<file path="config.mk">
export PLATFORM = sky130hd
export DESIGN_NAME = ztj_vending_fsm
export DESIGN_NICKNAME = d
export VERILOG_FILES = /design/src/rtl/ztj_vending_fsm.sv
export SDC_FILE = /design/constraint.sdc
export NUM_CORES = 1
export LEC_CHECK = 0
export CAP_MARGIN = 10
export CORE_UTILIZATION = 30
export CTS_BUF_LIST = sky130_fd_sc_hd__clkbuf_2 sky130_fd_sc_hd__clkbuf_4 sky130_fd_sc_hd__clkbuf_8
export DETAILED_ROUTE_END_ITERATION = 10
export PLACE_DENSITY_LB_ADDON = 0.05
export SLEW_MARGIN = 20
export SYNTH_ARGS = -nofsm -noshare
export SYNTH_HDL_FRONTEND = slang
export SYNTH_SLANG_ARGS = --single-unit
export TNS_END_PERCENT = 20
</file>
<file path="constraint.sdc">
create_clock -name Clk -period 1.5 [get_ports Clk]
set_input_delay 0.3 -clock Clk [delete_from_list [all_inputs] [get_ports Clk]]
set_output_delay 0.3 -clock Clk [all_outputs]
set_load 0.02 [all_outputs]
</file>
<file path="src/rtl/ztj_vending_fsm.sv">
// ztj_vending_fsm
// Vending controller for a 1.5-unit item that accepts 0.5-unit and 1.0-unit coins.
// A Mealy machine and a Moore machine track the same credit in parallel. Each one
// raises a dispense flag. Registered copies of both flags are provided so that
// downstream logic can use glitch-free versions.
module ztj_vending_fsm (
  input  logic       Clk,
  input  logic       Reset,
  input  logic [1:0] D_in,
  output logic       D_out_mealy,
  output logic       D_out_moore,
  output logic       D_out_reg_mealy,
  output logic       D_out_reg_mealy_adv,
  output logic       D_out_reg_moore,
  output logic       D_out_reg_moore_adv
);

  // Moore credit states. S3 means the item is paid for and is being dispensed.
  typedef enum logic [1:0] {
    S0 = 2'd0,
    S1 = 2'd1,
    S2 = 2'd2,
    S3 = 2'd3
  } moore_state_e;

  // Mealy credit states. Encoding 2'd3 is unused and recovers to M0.
  typedef enum logic [1:0] {
    M0 = 2'd0,
    M1 = 2'd1,
    M2 = 2'd2
  } mealy_state_e;

  moore_state_e moore_q, moore_d;
  mealy_state_e mealy_q, mealy_d;

  logic mealy_adv_q;
  logic mealy_reg_q;
  logic moore_reg_q;
  logic moore_adv_q;

  // Decode the coin code. 2'b00 and 2'b11 carry no value.
  logic coin_half;
  logic coin_one;
  assign coin_half = (D_in == 2'b01);
  assign coin_one  = (D_in == 2'b10);

  // The Mealy dispense flag fires on the edge that completes payment.
  // It follows D_in combinationally.
  assign D_out_mealy = ((mealy_q == M1) && coin_one) ||
                       ((mealy_q == M2) && (coin_one || coin_half));

  // The Moore dispense flag is decoded directly from a state register.
  assign D_out_moore = (moore_q == S3);

  assign D_out_reg_mealy_adv = mealy_adv_q;
  assign D_out_reg_mealy     = mealy_reg_q;
  assign D_out_reg_moore     = moore_reg_q;
  assign D_out_reg_moore_adv = moore_adv_q;

  // Next-state logic for both machines.
  always_comb begin
    // NOTE: each variable gets a default before the case statements. This way
    // every path assigns it, and the tool does not infer a latch.
    moore_d = S0;
    mealy_d = M0;

    case (moore_q)
      S0, S3: begin
        if (coin_one)       moore_d = S2;
        else if (coin_half) moore_d = S1;
        else                moore_d = S0;
      end
      S1: begin
        if (coin_one)       moore_d = S3;
        else if (coin_half) moore_d = S2;
        else                moore_d = S1;
      end
      S2: begin
        // Paying 2.0 in total still dispenses. The 0.5 excess is forfeited.
        if (coin_one || coin_half) moore_d = S3;
        else                       moore_d = S2;
      end
      default: moore_d = S0;
    endcase

    case (mealy_q)
      M0: begin
        if (coin_one)       mealy_d = M2;
        else if (coin_half) mealy_d = M1;
        else                mealy_d = M0;
      end
      M1: begin
        if (coin_one)       mealy_d = M0;
        else if (coin_half) mealy_d = M2;
        else                mealy_d = M1;
      end
      M2: begin
        if (coin_one || coin_half) mealy_d = M0;
        else                       mealy_d = M2;
      end
      default: mealy_d = M0;
    endcase
  end

  // State registers and registered dispense flags. Reset clears all credit.
  // NOTE: the reset is asynchronous, so rst has its own event in the
  // sensitivity list. State is updated with non-blocking assignments so that
  // every register samples the values from before the edge.
  always_ff @(posedge Clk or negedge Reset) begin
    if (!Reset) begin
      moore_q     <= S0;
      mealy_q     <= M0;
      mealy_adv_q <= 1'b0;
      mealy_reg_q <= 1'b0;
      moore_reg_q <= 1'b0;
      moore_adv_q <= 1'b0;
    end else begin
      moore_q     <= moore_d;
      mealy_q     <= mealy_d;
      mealy_adv_q <= D_out_mealy;
      mealy_reg_q <= mealy_adv_q;
      moore_reg_q <= D_out_moore;
      moore_adv_q <= (moore_d == S3);
    end
  end

endmodule

</file>
==> results.txt <==
status: completed
Starting Density: 34.0%
critical path, cell by cell: nor2b_1, a22o_1, buf_6
Die Y: 38.4 µm
row cnt: 12
Crit path max-delay family: flip-flops
Cell variety after synth: 14
largest net degree at the start of global routing: 9
Tmin final: 1460 ps
Leakage: 0.000327 µW
vias per cell: 4.45
CTS tree: done
Final Net Count: 66
Pwr Total: 861 µW
FMAX: 0.687 GHz
Synth Net Count: 45
WL/cell: 10.6 µm
die area: 0.00148 mm²
switch share: 35.2%
clock share of power: 17.9%
kind of critical path: register to output pin
RSZ-0062 raised after global routing: no
Slowest cell on crit path: dfrtp_1
Gate power share: 45.4%
# diodes: 0
Layout fillers: 108
root buffer cell: clkbuf_4
Seq/Total Area, Yosys: 50.3%
initial antenna violation count: 0
vias in the first global route: 318
# Max-Cap Violations: 0
commonest non-fill, non-tap cell in the layout: dfrtp_1
final instance area: 583 µm²
Routability Congestion: 0.728
Area Overhead vs Synth: 46.5%
PwrDens: 1480 mW/mm²
clk_lat worst skew: 240 ps
synth warn: 0
Max rail drop VDD: 0.000607 V
Crit path required time: 1200 ps
syn_area_per_cell: 11.1 µm²
Routed Antenna Nets: 0
Syn Inst Count: 36
Slew Viols, Final: 0
H-tree levels: 1
Internal: 558 µW
chip width: 38.4 µm
WL final: 729 µm
gr usage total: 12.2%
# port buffers: 9
Initial DRT Pass Iterations: 1
period utilisation layout: 97.1%
first-pass GRT wire length: 1190 µm
Seq pwr share: 36.7%
Worst Max-Slew Pin Slew: 329 ps
FF+latch count, synth: 8
via count: 307
slowest stage delay, CP: 400 ps
worst path bufs/invs: 1
Critical Path Sink Type: output pin
Final setup viols: 0
Hold WS: 317 ps
number of CTS-inserted buffers: 3
synthesized area: 398 µm²
switching power total: 303 µW
First DRT Iteration DRCs: 0
final core utilization: 49.8%
clk_skew: 0.110 ps
Critical R2R Launch: moore_q[1]
Final Hold Viols: 0
most frequent cells in the layout: dfrtp_1, buf_4, inv_1
Remaining DRCs: 0
CP startpoint: mealy_q[0]
setup tns final: 0 ps
Slew HR: 78.0%
share of post-route cells with drive strength above 1: 32.7%
CTS sink count: 8
Hold WC Path Type: input pin to async pin
clk buf depth: 2
total gr overflow: 0
Critical Path AT: 1160 ps
Ports: 10
hold buffers post-CTS: 0
worst-path fanout max: 3
Startpoint Class: register
Core ar.: 0.00117 mm²
Clock transition at path regs: 50 ps
Placed Area: 558 µm²
R2R setup slack: 270 ps
==> final timing paths <==
path | endpoint | cells after the start
max | D_out_mealy | 3
min | D_out_reg_mealy | 1
max reg2reg | D_out_reg_moore_adv | 5
min reg2reg | D_out_reg_mealy | 0
max in group asynchronous | D_out_reg_moore | 1
min in group Clk | D_out_reg_mealy | 0
==> registers in the layout, indices dropped and copies added (netlist names) <==
| register | cells |
|---|---|
| D_out_reg_mealy | 1 |
| D_out_reg_mealy_adv | 1 |
| D_out_reg_moore | 1 |
| D_out_reg_moore_adv | 1 |
| mealy_q | 2 |
| moore_q | 2 |
==> synthesized netlist by cell type <==
master | count | area (µm²)
inv_1 | 7 | 26.3
a22o_1 | 1 | 8.76
nor2b_1 | 1 | 6.26
dfrtp_1 | 8 | 200
o21ai_0 | 2 | 10.0
a21oi_1 | 2 | 10.0
a221oi_1 | 1 | 8.76
o22ai_2 | 1 | 12.5
nand2_1 | 2 | 7.51
ha_1 | 5 | 62.6
nand2b_1 | 1 | 6.26
maj3_2 | 1 | 11.3
nor2_1 | 2 | 7.51
mux2i_1 | 2 | 20.0
==> through the flow <==
step                      worst slack (ps)  instances
after floorplan                        193         36
after global placement                -763         66
after detailed placement              -790         66
after CTS                             5.47         69
after global routing                  5.15         69
final                                 43.5         69
==> cells by family after synthesis <==
kind of cell | synth area share (%)
DFF | 50.3
AOI/OAI and AO/OA | 12.6
buffers and inverters | 6.60
adders and majority gates | 18.6
and+or+nand+nor | 6.92
muxes | 5.03
==> worst register-to-register path, stage by stage (launching register included) <==
cell and delay [ps]:
dfrtp_1 400, inv_1 70, ha_1 180, nand2b_1 80
maj3_2 320, o22ai_2 110
==> repair_timing <==
item | in CTS | in global routing
setup buffers | 0 | 0
resized for setup | 14 | 6
pin swaps | 3 | 1
endpoints found under the setup margin | 5 | 4
==> area by class of cell <==
cell class / count / area [µm²] / share of cell area [%]
sequential: 8 / 200 / 34.3
multi-input combinational: 21 / 184 / 31.5
timing repair buffer: 16 / 133 / 22.7
inverter: 7 / 26.3 / 4.51
clock buffer: 3 / 22.5 / 3.86
tap: 14 / 17.5 / 3.00
==> power by group through the flow <==
stage / sequential (µW) / combinational, µW / clock [µW]
after floorplan: 352 / 211 / 0
after global placement: 317 / 384 / 0
final: 316 / 391 / 155
after detailed placement: 321 / 404 / 0
after global routing: 325 / 435 / 180
after CTS: 318 / 398 / 164
==> per-layer routing <==
layer  track usage [%]  part of all wire, %  vias to the layer above  wire [µm]
li1                  -                    -                      158          -
met2              20.8                   51                        8        369
met3              1.74                  3.2                        0         23
met4              10.3                    0                        0          0
met1              13.0                   46                      141        336
met5                 0                    0                        -          0
No activity file was read; power rests on OpenSTA's default activity.
